==> src/rtl/neuro_nav_pkg.sv <==
// Shared register map, CTRL field positions and saturating arithmetic helpers
// for the neuromorphic odometry peripheral.
package neuro_nav_pkg;

   localparam logic [5:0] ADDR_CTRL     = 6'h00;
   localparam logic [5:0] ADDR_MOVE     = 6'h04;
   localparam logic [5:0] ADDR_POS01    = 6'h08;
   localparam logic [5:0] ADDR_POS23    = 6'h0C;
   localparam logic [5:0] ADDR_BOUND    = 6'h10;
   localparam logic [5:0] ADDR_STATUS   = 6'h14;
   localparam logic [5:0] ADDR_FIRE_CNT = 6'h18;

   localparam int CTRL_EN_BIT   = 0;
   localparam int CTRL_CLR_BIT  = 1;
   localparam int CTRL_LEAK_LSB = 4;
   localparam int CTRL_TH_LSB   = 8;
   localparam int CTRL_W_LSB    = 16;
   localparam int CTRL_IRQ_LSB  = 24;

   // Wide enough for a 16-bit position plus a 16-bit signed delta without overflow.
   localparam int ARITH_W = 20;

   function automatic logic [ARITH_W-1:0] sat_add_sub(input logic [ARITH_W-1:0] a,
                                                     input logic [ARITH_W-1:0] b,
                                                     input logic dec,
                                                     input int w);
      logic [ARITH_W-1:0] s;
      logic [ARITH_W-1:0] max_v;
      max_v = (20'd1 << w) - 20'd1;
      s     = a + b;
      if (dec) begin
         s = (s != 20'd0) ? (s - 20'd1) : 20'd0;
      end
      if (s > max_v) begin
         s = max_v;
      end
      return s;
   endfunction

   function automatic logic [ARITH_W-1:0] clamp_signed(input logic signed [ARITH_W-1:0] v,
                                                      input int w);
      logic signed [ARITH_W-1:0] max_v;
      max_v = (20'sd1 <<< w) - 20'sd1;
      if (v < 20'sd0) begin
         return 20'd0;
      end else if (v > max_v) begin
         return $unsigned(max_v);
      end else begin
         return $unsigned(v);
      end
   endfunction

endpackage

==> src/rtl/neuro_lif_neuron.sv <==
// One leaky integrate-and-fire neuron: saturating membrane, registered fire pulse.
module neuro_lif_neuron
   import neuro_nav_pkg::*;
#(
   parameter int MEM_W = 8
) (
   input  logic             clk,
   input  logic             rst_n,
   input  logic             en,
   input  logic             clr,
   input  logic             spike_edge,
   input  logic             leak_tick,
   input  logic [MEM_W-1:0] weight,
   input  logic [MEM_W-1:0] fire_th,
   output logic             fire
);

   logic [MEM_W-1:0] mem_r;
   logic [MEM_W-1:0] sum_s;
   logic             hit_s;

   // Membrane candidate and threshold compare; a zero threshold never fires.
   always_comb begin
      sum_s = MEM_W'(sat_add_sub(ARITH_W'(mem_r),
                                 spike_edge ? ARITH_W'(weight) : {ARITH_W{1'b0}},
                                 leak_tick, MEM_W));
      hit_s = (fire_th != {MEM_W{1'b0}}) && (sum_s >= fire_th);
   end

   // Membrane and fire register; clear beats evaluation, disable holds the membrane.
   always_ff @(posedge clk or negedge rst_n) begin
      if (!rst_n) begin
         mem_r <= {MEM_W{1'b0}};
         fire  <= 1'b0;
      end else if (clr) begin
         mem_r <= {MEM_W{1'b0}};
         fire  <= 1'b0;
      end else if (en && hit_s) begin
         mem_r <= {MEM_W{1'b0}};
         fire  <= 1'b1;
      end else if (en) begin
         mem_r <= sum_s;
         fire  <= 1'b0;
      end else begin
         fire  <= 1'b0;
      end
   end

endmodule

==> src/rtl/tqvp_neuro_odom_lif.sv <==
// TinyQV odometry peripheral: spike lines drive LIF neurons whose fires step
// saturating per-axis positions; register file, prescaler and bound interrupts.
module tqvp_neuro_odom_lif
   import neuro_nav_pkg::*;
#(
   parameter int NUM_AXES = 2,
   parameter int POS_W    = 16,
   parameter int MEM_W    = 8
) (
   input  logic        clk,
   input  logic        rst_n,
   input  logic [7:0]  ui_in,
   output logic [7:0]  uo_out,
   input  logic [5:0]  address,
   input  logic [31:0] data_in,
   input  logic [1:0]  data_write_n,
   input  logic [1:0]  data_read_n,
   output logic [31:0] data_out,
   output logic        data_ready,
   output logic        user_interrupt
);

   localparam int NL = 2 * NUM_AXES;

   logic        en_r;
   logic        clear_r;
   logic [3:0]  leak_div_r;
   logic [7:0]  fire_th_r;
   logic [7:0]  weight_r;
   logic [3:0]  irq_en_r;
   logic [31:0] move_r;
   logic [15:0] bound_r;
   logic [3:0]  pending_r;
   logic        irq_r;
   logic [15:0] fire_cnt_r;
   logic [15:0] presc_r;

   logic [NL-1:0] sync1_r, sync2_r, sync3_r, edge_r, fire_s;
   logic [POS_W-1:0] pos_r      [NUM_AXES];
   logic [POS_W-1:0] pos_next_s [NUM_AXES];
   logic [15:0]      pos_view_s [4];

   logic wr_s, wr_ctrl_s, wr_move_s, wr_bound_s, wr_status_s, wr_fcnt_s;
   logic        leak_tick_s;
   logic [15:0] leak_mask_s;
   logic [3:0]  pend_next_s;
   logic [15:0] fire_pop_s;
   logic signed [ARITH_W-1:0] acc_s;
   logic unused_s;

   assign wr_s        = (data_write_n != 2'b11);
   assign wr_ctrl_s   = wr_s && (address == ADDR_CTRL);
   assign wr_move_s   = wr_s && (address == ADDR_MOVE);
   assign wr_bound_s  = wr_s && (address == ADDR_BOUND);
   assign wr_status_s = wr_s && (address == ADDR_STATUS);
   assign wr_fcnt_s   = wr_s && (address == ADDR_FIRE_CNT);
   assign data_ready  = 1'b1;
   assign user_interrupt = irq_r;
   assign unused_s    = &{1'b0, data_read_n, ui_in, data_in};

   // Leak strobe: once every 2^leak_div cycles of the free-running prescaler.
   always_comb begin
      leak_mask_s = (16'd1 << leak_div_r) - 16'd1;
      leak_tick_s = (leak_div_r != 4'd0) && ((presc_r & leak_mask_s) == 16'd0);
   end

   // Two-flop synchroniser and registered rising-edge detect; runs even while disabled.
   always_ff @(posedge clk or negedge rst_n) begin
      if (!rst_n) begin
         sync1_r <= {NL{1'b0}};
         sync2_r <= {NL{1'b0}};
         sync3_r <= {NL{1'b0}};
         edge_r  <= {NL{1'b0}};
      end else begin
         sync1_r <= ui_in[NL-1:0];
         sync2_r <= sync1_r;
         sync3_r <= sync2_r;
         edge_r  <= sync2_r & ~sync3_r;
      end
   end

   for (genvar i = 0; i < NL; i++) begin : g_neuron
      neuro_lif_neuron #(
         .MEM_W(MEM_W)
      ) u_neuron (
         .clk       (clk),
         .rst_n     (rst_n),
         .en        (en_r),
         .clr       (clear_r),
         .spike_edge(edge_r[i]),
         .leak_tick (leak_tick_s),
         .weight    (MEM_W'(weight_r)),
         .fire_th   (MEM_W'(fire_th_r)),
         .fire      (fire_s[i])
      );
   end

   // Next position per axis: fires plus any MOVE delta for this axis, clamped.
   always_comb begin
      acc_s = {ARITH_W{1'b0}};
      for (int k = 0; k < NUM_AXES; k++) begin
         acc_s = $signed(ARITH_W'(pos_r[k])) + $signed(ARITH_W'(fire_s[2*k]))
               - $signed(ARITH_W'(fire_s[2*k+1]));
         if (wr_move_s && (data_in[17:16] == 2'(k))) begin
            acc_s = acc_s + ARITH_W'($signed(data_in[15:0]));
         end else begin
            acc_s = acc_s;
         end
         pos_next_s[k] = POS_W'(clamp_signed(acc_s, POS_W));
      end
   end

   // Position accumulators; clear overrides fires and MOVE.
   always_ff @(posedge clk or negedge rst_n) begin
      if (!rst_n) begin
         for (int k = 0; k < NUM_AXES; k++) pos_r[k] <= {POS_W{1'b0}};
      end else if (clear_r) begin
         for (int k = 0; k < NUM_AXES; k++) pos_r[k] <= {POS_W{1'b0}};
      end else if (en_r) begin
         for (int k = 0; k < NUM_AXES; k++) pos_r[k] <= pos_next_s[k];
      end else begin
         for (int k = 0; k < NUM_AXES; k++) pos_r[k] <= pos_r[k];
      end
   end

   // Zero-extended view of all four axis slots, absent axes reading 0.
   always_comb begin
      for (int k = 0; k < 4; k++) pos_view_s[k] = 16'd0;
      for (int k = 0; k < NUM_AXES; k++) pos_view_s[k] = 16'(pos_r[k]);
   end

   // Sticky pending bits (set beats clear) and fire population count.
   always_comb begin
      pend_next_s = 4'd0;
      for (int k = 0; k < NUM_AXES; k++) begin
         pend_next_s[k] = (pos_view_s[k] > bound_r) ||
                          (pending_r[k] && !(wr_status_s && data_in[k]));
      end
      fire_pop_s = 16'd0;
      for (int i = 0; i < NL; i++) fire_pop_s = fire_pop_s + 16'(fire_s[i]);
   end

   // Writable registers; clear is a one-cycle strobe.
   always_ff @(posedge clk or negedge rst_n) begin
      if (!rst_n) begin
         en_r       <= 1'b0;
         clear_r    <= 1'b0;
         leak_div_r <= 4'd0;
         fire_th_r  <= 8'd0;
         weight_r   <= 8'd0;
         irq_en_r   <= 4'd0;
         move_r     <= 32'd0;
         bound_r    <= 16'd0;
      end else begin
         clear_r <= wr_ctrl_s && data_in[CTRL_CLR_BIT];
         if (wr_ctrl_s) begin
            en_r       <= data_in[CTRL_EN_BIT];
            leak_div_r <= data_in[CTRL_LEAK_LSB +: 4];
            fire_th_r  <= data_in[CTRL_TH_LSB +: 8];
            weight_r   <= data_in[CTRL_W_LSB +: 8];
            irq_en_r   <= data_in[CTRL_IRQ_LSB +: 4];
         end
         if (wr_move_s)  move_r  <= data_in;
         if (wr_bound_s) bound_r <= data_in[15:0];
      end
   end

   // Status, interrupt output, fire counter and prescaler.
   always_ff @(posedge clk or negedge rst_n) begin
      if (!rst_n) begin
         pending_r  <= 4'd0;
         irq_r      <= 1'b0;
         fire_cnt_r <= 16'd0;
         presc_r    <= 16'd0;
      end else begin
         pending_r  <= pend_next_s;
         irq_r      <= |(pending_r & irq_en_r);
         fire_cnt_r <= wr_fcnt_s ? 16'd0 : (fire_cnt_r + fire_pop_s);
         presc_r    <= presc_r + 16'd1;
      end
   end

   // Combinational register readback.
   always_comb begin
      data_out = 32'd0;
      case (address)
         ADDR_CTRL:     data_out = {4'd0, irq_en_r, weight_r, fire_th_r, leak_div_r, 3'd0, en_r};
         ADDR_MOVE:     data_out = move_r;
         ADDR_POS01:    data_out = {pos_view_s[1], pos_view_s[0]};
         ADDR_POS23:    data_out = {pos_view_s[3], pos_view_s[2]};
         ADDR_BOUND:    data_out = {16'd0, bound_r};
         ADDR_STATUS:   data_out = {28'd0, pending_r};
         ADDR_FIRE_CNT: data_out = {16'd0, fire_cnt_r};
         default:       data_out = 32'd0;
      endcase
   end

   assign uo_out = {pos_view_s[1][3:0], pos_view_s[0][3:0]};

endmodule

==> config.mk <==
export PLATFORM = sky130hd
export DESIGN_NAME = tqvp_neuro_odom_lif
export DESIGN_NICKNAME = d
export VERILOG_FILES = /design/src/rtl/neuro_nav_pkg.sv /design/src/rtl/neuro_lif_neuron.sv /design/src/rtl/tqvp_neuro_odom_lif.sv
export SDC_FILE = /design/constraint.sdc
export NUM_CORES = 1
export LEC_CHECK = 0
export BUFFER_PORTS_ARGS = -buffer_cell sky130_fd_sc_hd__buf_2
export CORE_ASPECT_RATIO = 0.7
export CORE_MARGIN = 4
export CORE_UTILIZATION = 40
export DETAILED_ROUTE_END_ITERATION = 8
export GPL_TIMING_DRIVEN = 0
export SYNTH_ARGS = -nofsm -noshare
export SYNTH_HDL_FRONTEND = slang
export SYNTH_HIERARCHICAL = 1
export SYNTH_SLANG_ARGS = --single-unit
==> constraint.sdc <==
create_clock -name clk -period 6.24 [get_ports clk]
set_input_delay 0.312 -clock clk [delete_from_list [all_inputs] [get_ports clk]]
set_output_delay 0.312 -clock clk [all_outputs]
set_load 0.02 [all_outputs]
==> impl_metrics.json <==
{
  "start_kind": "flop",
  "r2r-start": "leak_div_r[2]$_DFFE_PN0P_",
  "gp_congestion": 0.938,
  "status": "finished clean",
  "area_growth_pct": 10.6,
  "reg2reg_to": "g_neuron[2].u_neuron/mem_r[0]$_DFFE_PN0P_",
  "start_util_pct": 40.6,
  "p_leak_nw": 8.84,
  "setup_viol": 0,
  "io_buffers": 86,
  "pre_cts_ws_ns": 0.293,
  "path_class": "flop to flop",
  "dp_hpwl_um": 45500,
  "coreArea_sq_um": 43800,
  "worstPathMaxFanout": 10,
  "fin_skew_ns": 0.0157,
  "crit_slowest_cell": "a21oi_1",
  "worstRegToRegCells": 24,
  "synth-simple-area-share_pct": 17.2,
  "cts_tree": "done",
  "grt_pass1_wl_um": 90300,
  "period_needed_ns": 5.76,
  "wl_per_cell_um": 21.5,
  "drive_gt1_share_pct": 14.6,
  "numCtsBuffers": 17,
  "cap_violations": 0,
  "yosysSeqAreaShare_pct": 27.0,
  "totalWireLength_um": 58700,
  "yosys_most_used_dff": "dfrtp_1",
  "clockRootBuffer": "clkbuf_16",
  "worstMarginPinSlew_ns": 0.966,
  "clock_path_buffers": 2,
  "grt_max_degree": 101,
  "yosys-mux-area-fraction_pct": 6.25,
  "grt_pass1_vias": 15400,
  "clkLatencyLatePin_ns": 0.47,
  "drt-vias-per-instance": 5.97,
  "hold_viol": 0,
  "antenna_found_initial": 4,
  "drc": 0,
  "dpl_cell_area_sq_um": 19000,
  "final_common_cell": "dfrtp_1",
  "synth_nets": 2257,
  "fp.dieH_um": 184,
  "track_usage_pct": 24.1,
  "final_antenna_net_count": 0,
  "synth_edf_count": 0,
  "grt.overflow.total": 0,
  "dp.cells": 2695,
  "nFillCells": 4295,
  "layout.cells.non_filler": 2733,
  "yosysWarnings": 6,
  "synthDistinctLibCells": 99,
  "p_total_mw": 11.7,
  "fin_area_sq_um": 19700,
  "drt_iter0_markers": 1588,
  "vias": 16300,
  "fin_crit_sh_pct": 92.3,
  "fp-row-count": 64,
  "boundaryPins": 94,
  "synthAdderAreaFrac_pct": 13.9,
  "whs_path_depth": 2,
  "nets": 2368,
  "synth_compound_area_share_pct": 24.9,
  "path_cells": "clkbuf_1 > nor3_2 > nand2b_1 > ha_1 > clkbuf_1 > clkbuf_1 > a21oi_1 > o21ai_0 > a222oi_1 > and4_2 > clkbuf_2 > o2111ai_2 > nor3_2 > o31ai_1 > mux2i_4 > a21boi_1 > ha_1 > nand2b_1 > a21o_1 > a21oi_1 > o211ai_1 > a21oi_1 > a32oi_1 > o21ai_0",
  "ys_seq_elements": 192,
  "min_to": "move_r[28]$_DFFE_PN0P_",
  "cp_slowest_stage_delay_ns": 0.57,
  "cp.required_ns": 6.62,
  "cp.arrival_ns": 6.14,
  "power.density_nw_per_um2": 594,
  "syn_area_sq_um": 17800,
  "htreeDepth": 4,
  "synth_xor_area_share_pct": 5.42,
  "post_cts_buffers": 0,
  "die_w_um": 260,
  "dieArea_sq_um": 47900,
  "reg2reg_slack_ns": 0.48,
  "finalSetupTns_ns": 0,
  "finalWorstSetupSlack_ns": 0.479,
  "relSlewSlack_pct": 35.0,
  "synth_top_family_by_area": "compound AO/OA/AOI/OAI gates",
  "cts.clk_slew.worst_paths_ns": 0.09,
  "syn_avg_cell_area_sq_um": 8.83,
  "firstDrtPassIters": 6,
  "fmaxAchievable_ghz": 0.174,
  "cp-end-kind": "flop",
  "ir_drop_uv": 383,
  "slew_viol_final": 0,
  "mostFrequentLayoutCells": "192 x dfrtp_1, 190 x nand2_1, 180 x ha_1",
  "hold_class": "input pin to flop",
  "synthCells": 2014,
  "async_flop_share_pct": 100,
  "clock_sinks": 192,
  "rsz0062_at_grt": "false",
  "hp-start": "data_in[28]"
}
[per-layer routing]
layer	share of wire, %	wire length [um]	GRT usage, %
met5	0.019	11	0
met4	1.5	892	4.79
met3	8.8	5150	6.54
met2	41	23900	34.3
met1	49	28700	36.7
[final cells by class]
class / count / area (sq um) / share of cell area [%]
Sequential cell: 192 / 4800 / 24.4
Buffer: 83 / 439 / 2.23
Inverter: 132 / 495 / 2.52
Antenna cell: 1 / 2.50 / 0.0127
Timing Repair Buffer: 92 / 518 / 2.63
Clock buffer: 17 / 425 / 2.16
Tap cell: 594 / 743 / 3.78
Clock inverter: 15 / 184 / 0.935
Multi-Input combinational cell: 1607 / 12100 / 61.3
[stage by stage]
stage	util, %	hold slack (ns)
finish	44.9	0.0676
global route	44.9	0.0513
CTS	44.9	0.0570
detailed placement	43.4	0.337
global placement	43.3	0.334
floorplan	-	0.0164
[timing repair]
action	in CTS	in global routing
endpoints found under the hold margin	96	0
setup endpoints to repair	0	42
hold buffers	5	0
gates resized for setup	0	8
[worst max-delay path: cells and delay by family (launching register included)]
| family | cells | cell delay [ns] |
|---|---|---|
| adders and majority gates | 2 | 0.45 |
| AOI/OAI and AO/OA | 12 | 2.53 |
| DFF | 1 | 0.36 |
| buffers and inverters | 4 | 0.84 |
| muxes | 1 | 0.30 |
| and+or+nand+nor | 5 | 1.17 |
[registers in the layout, summed over array words and instances (netlist names), 8 cells and up]
name / flops
presc_r: 15
uo_out: 8
weight_r: 8
fire_cnt_r: 16
g_neuron.u_neuron/mem_r: 32
bound_r: 16
fire_th_r: 8
pos_r: 24
move_r: 32
[worst max-delay path by stage]
stage | cells past startpoint | slack [ns] | end | from
6_report | 24 | 0.48 | g_neuron[2].u_neuron/mem_r[0]$_DFFE_PN0P_ | leak_div_r[2]$_DFFE_PN0P_
5_1_grt | 26 | 0.05 | g_neuron[2].u_neuron/mem_r[6]$_DFFE_PN0P_ | leak_div_r[2]$_DFFE_PN0P_
4_1_cts | 25 | 0.23 | g_neuron[0].u_neuron/mem_r[7]$_DFFE_PN0P_ | leak_div_r[0]$_DFFE_PN0P_
3_5_place_dp | 25 | 0.29 | g_neuron[0].u_neuron/mem_r[5]$_DFFE_PN0P_ | leak_div_r[0]$_DFFE_PN0P_
3_3_place_gp | 25 | 0.40 | g_neuron[3].u_neuron/mem_r[6]$_DFFE_PN0P_ | leak_div_r[2]$_DFFE_PN0P_
2_1_floorplan | 25 | 1.49 | g_neuron[1].u_neuron/mem_r[3]$_DFFE_PN0P_ | leak_div_r[2]$_DFFE_PN0P_
[kinds of logic after synthesis]
kind of cell	Yosys count
compound gates	611
simple gates	596
buf+inv	215
flops	192
fa+ha+maj	191
xor+xnor	110
mux	98
other cells	1
[Yosys cell counts, drive strengths merged (25+ instances only)]
cell type  instances  area, sq um
o211ai            42          315
xnor2             65          569
inv              132          495
xor2              45          394
ha               180         2250
buf               29          231
nand3             47          235
and2              47          303
a22o              25          219
nor3              36          211
nand2            192          731
clkbuf            54          206
nor2             107          402
a211oi            25          208
o21ai            143          727
a21oi            113          588
a21o              55          413
mux2              74          833
dfrtp            192         4800
nand4             31          194
[where the power goes]
group | switching (mW) | internal (mW) | total (mW)
Sequential | 0.513 | 1.56 | 2.08
Combinational | 5.03 | 3.42 | 8.44
Clock | 0.587 | 0.581 | 1.17
Note: power is estimated with default switching activity, not from simulation.
